<file path="src/rtl/cpu_pkg.sv">
// Shared CPU definitions: instruction word layout, fetch FSM states and
// the small helpers the fetch stage uses to take instructions apart.
package cpu_pkg;

  localparam int WORD_W   = 16;
  localparam int INSTR_W  = 32;
  localparam int OPC_W    = 7;
  localparam int OPC_MSB  = 15;
  localparam int OPC_LSB  = 9;
  localparam int LONG_BIT = 8;

  typedef enum logic [1:0] {
    FETCH_LO,
    FETCH_HI,
    HOLD
  } fetch_state_t;

  typedef struct packed {
    logic [INSTR_W-1:0] instr;
    logic               is_long;
  } instr_t;

  // The opcode sits in the first word, which is always the upper half.
  function automatic logic [OPC_W-1:0] opcode_of(input logic [INSTR_W-1:0] instr);
    return instr[WORD_W+OPC_MSB : WORD_W+OPC_LSB];
  endfunction

endpackage

</file>
<file path="src/rtl/fetch_unit_if.sv">
// Bundle of the fetch stage's instruction-memory port and decode-side port.
// master = fetch unit, slave = memory / decode environment.
interface fetch_unit_if #(
  parameter int PC_W = 32
);
  import cpu_pkg::*;

  logic [PC_W-1:0]    imem_addr;
  logic               imem_rd;
  logic [WORD_W-1:0]  imem_data;
  logic               imem_valid;
  logic               stall;
  logic               redirect_valid;
  logic [PC_W-1:0]    redirect_pc;
  logic               id_valid;
  logic [INSTR_W-1:0] id_instr;
  logic [OPC_W-1:0]   id_opcode;
  logic               id_is_long;
  logic [PC_W-1:0]    id_pc;

  modport master (
    output imem_addr, imem_rd, id_valid, id_instr, id_opcode, id_is_long, id_pc,
    input  imem_data, imem_valid, stall, redirect_valid, redirect_pc
  );

  modport slave (
    input  imem_addr, imem_rd, id_valid, id_instr, id_opcode, id_is_long, id_pc,
    output imem_data, imem_valid, stall, redirect_valid, redirect_pc
  );

endinterface

</file>
<file path="src/rtl/fetch_unit.sv">
// Instruction fetch stage: assembles 16/32-bit instructions from 16-bit
// memory words and hands them to decode with stall and redirect support.
module fetch_unit
  import cpu_pkg::*;
#(
  parameter int              PC_W     = 32,
  parameter logic [PC_W-1:0] RESET_PC = '0
) (
  input logic         clk,
  input logic         reset,
  fetch_unit_if.master bus
);

  localparam logic [PC_W-1:0] PC_ONE = PC_W'(1);
  localparam logic [PC_W-1:0] PC_TWO = PC_W'(2);

  fetch_state_t      state, state_nxt;
  logic [PC_W-1:0]   pc;
  logic [WORD_W-1:0] lo_buf;
  instr_t            pend_buf;
  logic [PC_W-1:0]   pend_pc;
  instr_t            id_buf;
  logic [PC_W-1:0]   id_pc;
  logic              id_valid;

  logic [WORD_W-1:0] word;
  logic              word_long;
  logic              can_load;
  logic              complete;
  instr_t            done_instr;

  assign word      = bus.imem_data;
  assign word_long = word[LONG_BIT];
  // Decode takes a new instruction when its register is empty or being consumed.
  assign can_load  = !id_valid || !bus.stall;

  // NOTE: every always_comb output gets a default first so no latch is inferred.
  always_comb begin
    complete   = 1'b0;
    done_instr = '0;
    case (state)
      FETCH_LO: if (bus.imem_valid && !word_long) begin
        complete   = 1'b1;
        done_instr = '{instr: {word, 16'h0000}, is_long: 1'b0};
      end
      FETCH_HI: if (bus.imem_valid) begin
        complete   = 1'b1;
        done_instr = '{instr: {lo_buf, word}, is_long: 1'b1};
      end
      default: ;
    endcase
  end

  // NOTE: sequential state uses non-blocking assignments only.
  always_ff @(posedge clk or negedge reset) begin
    if (!reset) state <= FETCH_LO;
    else        state <= state_nxt;
  end

  always_comb begin
    state_nxt = state;
    if (bus.redirect_valid) begin
      state_nxt = FETCH_LO;
    end else begin
      case (state)
        FETCH_LO: if (bus.imem_valid) begin
          if (word_long)     state_nxt = FETCH_HI;
          else if (can_load) state_nxt = FETCH_LO;
          else               state_nxt = HOLD;
        end
        FETCH_HI: if (bus.imem_valid) state_nxt = can_load ? FETCH_LO : HOLD;
        HOLD:     if (!bus.stall)     state_nxt = FETCH_LO;
        default:                      state_nxt = FETCH_LO;
      endcase
    end
  end

  // Reads stop in HOLD and are gated directly by reset so none leak out during it.
  always_comb begin
    bus.imem_rd   = reset && (state != HOLD);
    bus.imem_addr = (state == FETCH_HI) ? pc + PC_ONE : pc;
  end

  always_ff @(posedge clk or negedge reset) begin
    if (!reset) begin
      pc       <= RESET_PC;
      lo_buf   <= '0;
      pend_buf <= '0;
      pend_pc  <= '0;
      id_buf   <= '0;
      id_pc    <= '0;
      id_valid <= 1'b0;
    end else if (bus.redirect_valid) begin
      pc       <= bus.redirect_pc;
      lo_buf   <= '0;
      pend_buf <= '0;
      pend_pc  <= '0;
      id_valid <= 1'b0;
    end else begin
      if (state == FETCH_LO && bus.imem_valid && word_long) lo_buf <= word;
      if (complete) pc <= pc + ((state == FETCH_HI) ? PC_TWO : PC_ONE);

      if (complete && can_load) begin
        id_buf   <= done_instr;
        id_pc    <= pc;
        id_valid <= 1'b1;
      end else if (complete) begin
        pend_buf <= done_instr;
        pend_pc  <= pc;
      end else if (state == HOLD && !bus.stall) begin
        id_buf   <= pend_buf;
        id_pc    <= pend_pc;
        id_valid <= 1'b1;
      end else if (!bus.stall) begin
        id_valid <= 1'b0;
      end
    end
  end

  assign bus.id_valid   = id_valid;
  assign bus.id_instr   = id_buf.instr;
  assign bus.id_opcode  = opcode_of(id_buf.instr);
  assign bus.id_is_long = id_buf.is_long;
  assign bus.id_pc      = id_pc;

endmodule

</file>
<file path="src/flat_wrapper.sv">
// flat-port wrapper written by rule: the top's interface ports become plain ports
module fetch_unit_flat import cpu_pkg::*;
#(
  parameter int              PC_W     = 32,
  parameter logic [PC_W-1:0] RESET_PC = '0
)
  (clk, reset, bus_imem_addr, bus_imem_rd, bus_id_valid, bus_id_instr, bus_id_opcode, bus_id_is_long, bus_id_pc, bus_imem_data, bus_imem_valid, bus_stall, bus_redirect_valid, bus_redirect_pc);
  fetch_unit_if #(.PC_W(PC_W)) bus_i ();
  input logic clk;
  input logic reset;
  output wire logic [$bits(bus_i.imem_addr)-1:0] bus_imem_addr;
  output wire logic [$bits(bus_i.imem_rd)-1:0] bus_imem_rd;
  output wire logic [$bits(bus_i.id_valid)-1:0] bus_id_valid;
  output wire logic [$bits(bus_i.id_instr)-1:0] bus_id_instr;
  output wire logic [$bits(bus_i.id_opcode)-1:0] bus_id_opcode;
  output wire logic [$bits(bus_i.id_is_long)-1:0] bus_id_is_long;
  output wire logic [$bits(bus_i.id_pc)-1:0] bus_id_pc;
  input wire logic [$bits(bus_i.imem_data)-1:0] bus_imem_data;
  input wire logic [$bits(bus_i.imem_valid)-1:0] bus_imem_valid;
  input wire logic [$bits(bus_i.stall)-1:0] bus_stall;
  input wire logic [$bits(bus_i.redirect_valid)-1:0] bus_redirect_valid;
  input wire logic [$bits(bus_i.redirect_pc)-1:0] bus_redirect_pc;
  assign bus_imem_addr = bus_i.imem_addr;
  assign bus_imem_rd = bus_i.imem_rd;
  assign bus_id_valid = bus_i.id_valid;
  assign bus_id_instr = bus_i.id_instr;
  assign bus_id_opcode = bus_i.id_opcode;
  assign bus_id_is_long = bus_i.id_is_long;
  assign bus_id_pc = bus_i.id_pc;
  assign bus_i.imem_data = bus_imem_data;
  assign bus_i.imem_valid = bus_imem_valid;
  assign bus_i.stall = bus_stall;
  assign bus_i.redirect_valid = bus_redirect_valid;
  assign bus_i.redirect_pc = bus_redirect_pc;
  fetch_unit #(.PC_W(PC_W), .RESET_PC(RESET_PC)) u_core (.clk(clk), .reset(reset), .bus(bus_i));
endmodule
</file>
<file path="config.mk">
export PLATFORM = sky130hd
export DESIGN_NAME = fetch_unit_flat
export DESIGN_NICKNAME = d
export VERILOG_FILES = /design/src/rtl/cpu_pkg.sv /design/src/rtl/fetch_unit_if.sv /design/src/rtl/fetch_unit.sv /design/src/flat_wrapper.sv
export SDC_FILE = /design/constraint.sdc
export NUM_CORES = 1
export LEC_CHECK = 0
export ABC_AREA = 1
export ABC_CLOCK_PERIOD_IN_PS = 3750
export BUFFER_PORTS_ARGS = -buffer_cell sky130_fd_sc_hd__buf_4
export CORE_MARGIN = 3
export CORE_UTILIZATION = 40
export CTS_CLUSTER_DIAMETER = 200
export DETAILED_ROUTE_END_ITERATION = 7
export GPL_TIMING_DRIVEN = 0
export SYNTH_ARGS = -nofsm -noshare
export SYNTH_HDL_FRONTEND = slang
export SYNTH_SLANG_ARGS = --single-unit
</file>
<file path="constraint.sdc">
create_clock -name clk -period 3.75 [get_ports clk]
set_input_delay 0.5625 -clock clk [delete_from_list [all_inputs] [get_ports clk]]
set_output_delay 0.5625 -clock clk [all_outputs]
set_load 0.02 [all_outputs]
</file>
==> results of run 1 <==
## worst reg2reg max path: cells and delay by family, from the launching register on
family / cells / cell delay (ns)
simple gates: 8 / 1.53
buf+inv: 4 / 0.51
flops: 1 / 0.42
compound gates: 1 / 0.20
fa+ha+maj: 1 / 0.13
## synthesized netlist by cell type, types with 3 or more instances
cell / instances / share of area
inv_1: 128 / 0.052
xor2_1: 35 / 0.033
buf_1: 11 / 0.0044
o21ai_1: 9 / 0.0048
nand3_1: 114 / 0.061
buf_2: 15 / 0.0080
inv_2: 4 / 0.0016
buf_4: 12 / 0.0097
ha_1: 3 / 0.0040
dfrtp_1: 181 / 0.49
a21oi_1: 6 / 0.0032
nor2_2: 3 / 0.0020
o22ai_1: 45 / 0.030
a22oi_1: 15 / 0.012
nand2_1: 374 / 0.15
o211ai_1: 4 / 0.0032
clkbuf_1: 29 / 0.012
o21bai_1: 10 / 0.0080
nor3_1: 9 / 0.0048
nor2_1: 77 / 0.031
nand4_1: 7 / 0.0047
o21ai_0: 119 / 0.064
## final timing paths
kind                                                end  slack [ns]
worst min register to register  u_core.bus.id_instr[18]        0.47
worst max register to register            u_core.pc[20]        0.92
worst max-delay path                  bus_imem_addr[31]        0.41
max in group asynchronous          u_core.bus.id_pc[14]        2.72
min in group clk                          u_core.pc[27]        0.34
worst min-delay path                u_core.pend_buf[28]        0.06
## power by group through the flow
stage          clock [uW]  sequential, uW  combinational [uW]
2_1_floorplan           0            2280                 489
3_5_place_dp            0            2220                1030
4_1_cts              1840            2180                1040
6_report             1820            2180                1040
5_1_grt              1920            2200                1130
3_3_place_gp            0            2220                1020
## metal layers
layer  wire length, um  up-vias
met2             14400      358
met5                 0        -
met4               699        0
met1             14000     4266
met3              2150       42
li1                  -     4322
## per-stage QoR
stage / setup slack [ns] / instance area (um2)
final: 0.405 / 11500
after global routing: 0.244 / 11500
after floorplan: 1.41 / 9330
after global placement: 0.344 / 10900
after CTS: 0.445 / 11500
after detailed placement: 0.927 / 10900
## registers in the layout, indices dropped and copies added (netlist names)
name	cells
u_core.bus.id_instr	32
u_core.bus.id_is_long	1
u_core.bus.id_pc	32
u_core.bus.id_valid	1
u_core.lo_buf	16
u_core.pc	32
u_core.pend_buf	33
u_core.pend_pc	32
u_core.state	2
## area by class of cell
class / instances / area share
buffer: 67 / 0.0273
clock buffer: 17 / 0.0369
clock inverter: 15 / 0.0147
inverter: 133 / 0.0433
multi-input combinational: 842 / 0.346
sequential: 181 / 0.393
tap: 313 / 0.0340
timing repair buffer: 158 / 0.105
## logic make-up after synthesis
group                      Yosys count  synth area share
DFF                                181             0.486
adders and majority gates            3           0.00402
AOI/OAI and AO/OA                  216             0.132
and+or+nand+nor                    588             0.258
xor gates and xnor gates            35            0.0329
buffers and inverters              200            0.0873
==> flow_summary.yaml, run 1 <==
routing:
  wire_per_inst_um: 18.2
  wl_um: 31300
  drc: 0
  drt-initial-drc-count: 778
  via_count: 8988
  drt-pass1-iter-count: 6
  viasPerCell: 5.21
  final_antenna_net_count: 0
sta:
  rsz0062_at_grt: "false"
  maxSlewHeadroom: 0.459
  period_needed_ns: 3.34
  slew_viol_final: 0
  setup_tns_ns: 0
  fin_skew_ns: 0.0205
  setup_viol: 0
  final_hold_viol_count: 0
  finalCritPeriodShare: 0.892
  whs_ns: 0.0646
  tightest_slew_ns: 0.812
  clock.fmax_ghz: 0.299
worst_setup_path:
  path_cells: "inv_1 > nand3_1 > nor3_2 > nand2_1 > nor2_1 > nand3_1 > xor2_1 > buf_4"
  end_kind: "output port"
  crit_path_start_kind: "flip-flop"
  worstPathArrival_ns: 2.78
  regToRegStartpoint: "u_core.state[1]"
  path_common_cell: "nand3_1"
  critical_path_class: "reg2out"
  crit_cells: 8
  crit_start: "u_core.state[1]"
  worstPathRequired_ns: 3.19
  slowest_stage: "dfrtp_1"
  critPathMaxStageDelay_ns: 0.42
  crit_family: "simple AND/OR/NAND/NOR gates"
  path_max_fanout: 7
  crit_buf_inv: 2
  ff2ff_path_depth: 14
grt:
  grt.met1_usage: 0.346
  grt_pass1_wl_um: 49100
  met2_usage: 0.390
  antenna_found_initial: 0
  grt_pass1_vias: 8768
  grt_max_degree: 112
  gr-max-usage-layer: "met2"
  gr-total-overflow: 0
  met3_usage: 0.0436
  grtUsageTotal: 0.246
synthesis:
  syn_inst: 1223
  syn_area_per_cell_um2: 7.63
  yosysUniqueCellTypes: 32
  synth_enable_flop_cells: 0
  async_reset_ff_frac: 1.00
  syn_area_um2: 9330
  ys_warn_count: 0
  yosysSeqAreaShare: 0.486
  synth_nets: 1279
  synthFlopType: "dfrtp_1"
  synth_seq_cells: 181
cts:
  worstSkewPairLatency_ns: 0.45
  cts_max_level: 4
  clock-root-buffer: "clkbuf_16"
  cts.repair.resized: 0
  clock_path_buffers: 2
  cts_sinks: 181
  path_clk_slew_ns: 0.09
  cts_hold_buf: 0
  cts_buffers: 17
  cts_tree: "built"
  postCtsSetupRepairBufs: 0
placed_design:
  dp.cells: 1694
  portBuffers: 157
  hpwl_um: 22700
  place_congestion: 0.961
floorplanning:
  die_area_um2: 25200
  start_util: 0.410
  die_w_um: 159
  pin_count: 159
  num_rows: 55
  die_h_um: 159
  core_um2: 22800
flow_run:
  max_cap_violations: 0
cells_and_area:
  num-fill-cells: 2266
  finalNonFillerCells: 1726
  register_area_um2: 4530
  final_common_cell: "nand2_1"
  final_core_util: 0.506
  diodes: 0
  layout_common_cells: "nand2_1 (374), dfrtp_1 (181), buf_4 (168)"
  drive_above_1_share: 0.161
  multiInputGateArea_um2: 3990
  layout.nets: 1456
  synthToLayoutAreaGrowth_pct: 23.6
power:
  power_frac_seq: 0.433
  ir_worst_vdd_mv: 0.296
  leakage_uw: 0.00577
  power_frac_clock: 0.361
  switching_share: 0.342
  powerDensity_nw_per_um2: 438
  power.internal_uw: 3320
  total_power_uw: 5050
  p_sw_uw: 1730
  p_comb_frac: 0.205
worst_hold_path:
  hold_path.class: "in2async"
outcome:
  status: "completed"
No activity file was read; power rests on OpenSTA's default activity.
==> run 2, diff against run 1 <==
==> constraint.sdc (replaced) <==
create_clock -name clk -period 3.75 [get_ports clk]
set_input_delay 0.375 -clock clk [delete_from_list [all_inputs] [get_ports clk]]
set_output_delay 0.375 -clock clk [all_outputs]
set_load 0.05 [all_outputs]
==> flow_summary.yaml, run 2 (same netlist as run 1, synthesis figures left out) <==
outcome:
  status: "completed"
worst_setup_path:
  r2r_slack_ns: 0.88
  regToRegStartpoint: "u_core.state[1]"
  end_kind: "output port"
  path_max_fanout: 7
  critical_path_class: "reg2out"
  worstPathArrival_ns: 2.85
  crit_path_start_kind: "flip-flop"
  crit_start: "u_core.state[1]"
  worstPathRequired_ns: 3.38
  ff2ff_path_depth: 14
cts:
  cts_tree: "built"
  cts_buffers: 17
  clock-root-buffer: "clkbuf_16"
  cts.repair.resized: 0
  path_clk_slew_ns: 0.07
  clock_path_buffers: 2
  cts_max_level: 4
  cts_sinks: 181
  worstSkewPairLatency_ns: 0.46
floorplanning:
  die_area_um2: 25200
  pin_count: 159
  die_w_um: 159
  start_util: 0.410
  die_h_um: 159
  num_rows: 55
  core_um2: 22800
routing:
  wl_um: 31300
  drt-pass1-iter-count: 6
  viasPerCell: 5.23
  final_antenna_net_count: 0
  drt-initial-drc-count: 758
  drc: 0
  wire_per_inst_um: 18.1
  via_count: 9026
grt:
  grt_pass1_wl_um: 49100
  antenna_found_initial: 0
  grtUsageTotal: 0.246
  grt_max_degree: 112
  grt_pass1_vias: 8771
  gr-total-overflow: 0
cells_and_area:
  top_register: "u_core.pend_buf"
  largest_reg_flops: 33
  layout_common_cells: "nand2_1 (374), dfrtp_1 (181), buf_4 (168)"
  diodes: 0
  final_common_cell: "nand2_1"
  drive_above_1_share: 0.161
  final_cell_area_um2: 11500
  synthToLayoutAreaGrowth_pct: 23.7
  layout.nets: 1457
sta:
  fin_skew_ns: 0.0209
  setup_viol: 0
  final_hold_viol_count: 0
  rsz0062_at_grt: "false"
  period_needed_ns: 3.22
  finalCritPeriodShare: 0.860
  slew_viol_final: 0
  clock.fmax_ghz: 0.310
  tightest_slew_ns: 0.818
  maxSlewHeadroom: 0.453
  setup_tns_ns: 0
placed_design:
  portBuffers: 157
  placed_area_um2: 10900
  place_congestion: 0.961
  hpwl_um: 22700
power:
  ir_worst_vdd_mv: 0.299
  powerDensity_nw_per_um2: 462
  leakage_uw: 0.00578
worst_hold_path:
  hold-path-cell-count: 3
  hold_path_startpoint: "bus_redirect_pc[27]"
  hold_path.class: "in2reg"
flow_run:
  max_cap_violations: 0
run 2: cell types whose count changed in the layout (fill, tap and decap cells not counted), sizes merged:
| cell | previous run | this run |
|---|---|---|
| dlygate4sd3 | 0 | 1 |
run 2: path summary, 6_finish.rpt:
| check | end |
|---|---|
| max in group asynchronous | u_core.pend_pc[12] |
| setup reg to reg | u_core.pc[20] |
| setup / recovery | bus_imem_addr[31] |
| hold reg to reg | u_core.bus.id_instr[18] |
| hold / removal | u_core.pc[27] |
| min in group asynchronous | u_core.pend_buf[28] |
run 2: metrics by stage:
step	cells	utilization	worst slack (ns)	total power (uW)	hold WS [ns]
after detailed placement	1694	0.480	1.00	3530	0.388
after global routing	1727	0.507	0.374	5530	0.153
after CTS	1727	0.507	0.575	5350	0.139
after floorplan	1223	-	1.20	3040	0.0794
final	1727	0.507	0.525	5330	0.145
after global placement	1693	0.478	0.662	3520	0.458
run 2: final cells by class:
type	count	area, um2
buffer	67	315
clock buffer	17	425
clock inverter	15	169
fill	2265	11200
inverter	133	499
multi-input combinational	842	3990
sequential	181	4530
tap	313	392
timing repair buffer	159	1220
run 2: layer usage:
metal  vias up  track usage  part of all wire
li1       4323            -                 -
met1      4293        0.346              0.45
met2       372        0.390              0.46
met3        38       0.0436             0.070
met4         0       0.0780             0.021
met5         -            0                 0
run 2: worst max-delay path, stage by stage, from the launching register on:
cell     delay, ns
dfrtp_1       0.42
inv_1         0.19
nand3_1       0.18
nor3_2        0.37
nand2_1       0.24
nor2_1        0.37
nand3_1       0.15
xor2_1        0.24
buf_4         0.24
run 2: power breakdown:
part | switching (uW) | total (uW) | internal, uW | leakage [uW]
Clock | 936 | 1830 | 890 | 0.000277
Combinational | 957 | 1320 | 360 | 0.00307
Sequential | 108 | 2180 | 2080 | 0.00242
Total | 2000 | 5330 | 3330 | 0.00578
run 2: what timing repair did:
item,in CTS,in global routing
endpoints found under the setup margin,0,0
endpoints found under the hold margin,71,0
hold buffers,1,0
setup buffers,0,0
==> run 3, diff against run 2 <==
Settings changed: ABC_AREA 1 to unset.
==> flow_summary.yaml, run 3 <==
outcome:
  status: "completed"
placed_design:
  place_congestion: 0.868
  pre_cts_slack_ns: 0.926
  hpwl_um: 18000
  portBuffers: 158
cells_and_area:
  diodes: 0
  largest_reg_flops: 33
  num-fill-cells: 2063
  multiInputGateArea_um2: 4000
  layout_common_cells: "dfrtp_1 (181), buf_4 (166), nand2_1 (107)"
  top_register: "u_core.pend_buf"
  final_common_cell: "dfrtp_1"
  register_area_um2: 4530
  layout.nets: 1078
  drive_above_1_share: 0.294
  synthToLayoutAreaGrowth_pct: 23.8
cts:
  cts_sinks: 181
  cts_buffers: 17
  postCtsSetupRepairBufs: 0
  clock-root-buffer: "clkbuf_16"
  clock_path_buffers: 2
  cts_tree: "built"
  cts_max_level: 4
  path_clk_slew_ns: 0.07
  worstSkewPairLatency_ns: 0.44
synthesis:
  syn_inst: 843
  synth_adder_area_share: 0.00640
  synthFlopType: "dfrtp_1"
  synth-simple-area-share: 0.129
  ys_top_cells_by_area: "dfrtp_1 (50%), mux2_2 (7.1%), a22o_1 (6.3%), nand2_1 (4.5%), xor2_1 (3.3%)"
  synth_seq_cells: 181
  synth_nets: 899
  synth-compound-area-share: 0.131
  syn_area_um2: 9000
  synth_xor_area_frac: 0.0584
  async_reset_ff_frac: 1.00
  synth_top_area_share: 0.503
  ys_warn_count: 0
  syn_area_per_cell_um2: 10.7
  synth_top_family_by_area: "compound AO/OA/AOI/OAI gates"
  yosysMostFrequentCell: "dfrtp_1"
  synthMuxAreaShare: 0.120
  yosysUniqueCellTypes: 52
  yosysSeqAreaShare: 0.503
  synth_enable_flop_cells: 0
  synth_common_cells: "dfrtp_1 (181), nand2_1 (107), a22o_1 (65)"
  synth_top_area_cell: "dfrtp_1"
floorplanning:
  num_rows: 54
  die_area_um2: 24300
  core_um2: 22000
  die_w_um: 156
  die_h_um: 156
  pin_count: 159
  start_util: 0.410
grt:
  grt_pass1_vias: 6784
  grtUsageTotal: 0.206
  antenna_found_initial: 0
  gr-total-overflow: 0
  grt_max_degree: 103
  grt_pass1_wl_um: 38900
routing:
  wl_um: 24800
  final_antenna_net_count: 0
  drt-initial-drc-count: 429
  drc: 0
  drt-pass1-iter-count: 5
  wire_per_inst_um: 18.9
  via_count: 6988
  viasPerCell: 5.31
worst_setup_path:
  end_kind: "output port"
  critical_path_class: "reg2out"
  crit_path_start_kind: "flip-flop"
  worstPathArrival_ns: 2.94
  crit_family: "simple AND/OR/NAND/NOR gates"
  critPathMaxStageDelay_ns: 0.70
  crit_buf_inv: 2
  worstPathRequired_ns: 3.38
  slowest_stage: "nor2_1"
  path_cells: "buf_2 > nand4_2 > nor2_1 > and3_1 > nand2_1 > xnor2_1 > buf_4"
  path_max_fanout: 10
sta:
  final_hold_viol_count: 0
  setup_viol: 0
  setup_tns_ns: 0
  setup_ws_ns: 0.433
  fin_skew_ns: 0.0152
  clock.fmax_ghz: 0.301
  whs_ns: 0.141
  finalCritPeriodShare: 0.885
  rsz0062_at_grt: "false"
  maxSlewHeadroom: 0.464
  period_needed_ns: 3.32
  tightest_slew_ns: 0.800
  slew_viol_final: 0
flow_run:
  max_cap_violations: 0
power:
  leakage_uw: 0.00523
  powerDensity_nw_per_um2: 451
  ir_worst_vdd_mv: 0.306
worst_hold_path:
  hold_path.class: "in2reg"
-- run 3: cell types whose count changed in the layout (fill, tap and decap cells not counted), moves of 29 or more --
cell     delta
o22ai_1    -45
a21oi_1    +29
a22o_1     +65
nand3_1    -98
nand2_1   -267
o21ai_0    -73
mux2_2     +57
inv_1     -106
nor2_1     -43
-- run 3: per-layer routing --
metal	share of wire	GRT usage	wire length [um]	up-vias
li1	-	-	-	3299
met1	0.47	0.295	11700	3447
met2	0.46	0.318	11400	219
met3	0.055	0.0377	1380	23
met4	0.018	0.0631	444	0
met5	0	0	0	-
-- run 3: cells by family after synthesis --
group                    Yosys count
AND/OR/NAND/NOR                  228
flip-flops                       181
AO/OA/AOI/OAI                    172
buffers and inverters             99
multiplexers                      98
XOR/XNOR                          60
adder cells (fa/ha/maj)            5
-- run 3: cell type report --
cell class / instances / share of cell area
clock buffer: 19 / 0.0397
timing repair buffer: 160 / 0.110
buffer: 77 / 0.0346
inverter: 22 / 0.00741
clock inverter: 13 / 0.0109
multi-input combinational: 563 / 0.359
sequential: 181 / 0.406
tap: 280 / 0.0314
-- run 3: worst min-delay path, cell delays in order --
cell	delay, ns
buf_4	0.08
nand2_1	0.04
o21ai_0	0.06
-- run 3: power by group --
part           internal [uW]  total [uW]  leakage, uW  switching, uW
Clock                    888        1730     0.000272            844
Sequential              2060        2130      0.00245           65.3
Combinational            370        1160      0.00251            793
-- run 3: through the flow --
stage | std cells | util | instance area, um2 | power [uW]
2_1_floorplan | 843 | - | 9000 | 2920
3_3_place_gp | 1281 | 0.480 | 10500 | 3330
3_5_place_dp | 1282 | 0.481 | 10600 | 3340
4_1_cts | 1315 | 0.508 | 11100 | 5070
5_1_grt | 1315 | 0.508 | 11100 | 5220
6_report | 1315 | 0.508 | 11100 | 5020
-- run 3: worst paths after layout --
path / slack, ns / from / cells past startpoint / end
max: 0.43 / u_core.pc[4] / 7 / bus_imem_addr[28]
min: 0.14 / bus_redirect_pc[13] / 3 / u_core.pc[13]
max reg2reg: 0.91 / u_core.state[0] / 12 / u_core.pc[22]
min reg2reg: 0.48 / u_core.pend_buf[32] / 2 / u_core.pend_buf[32]
max in group asynchronous: 2.27 / reset / 3 / u_core.pc[26]
min in group asynchronous: 0.52 / reset / 2 / u_core.bus.id_instr[14]
-- run 3: timing repair --
action | 4_1_cts | 5_1_grt
hold buffers | 1 | 0
setup endpoints to repair | 0 | 0
hold endpoints to repair | 79 | 0
resized for setup | 0 | 0
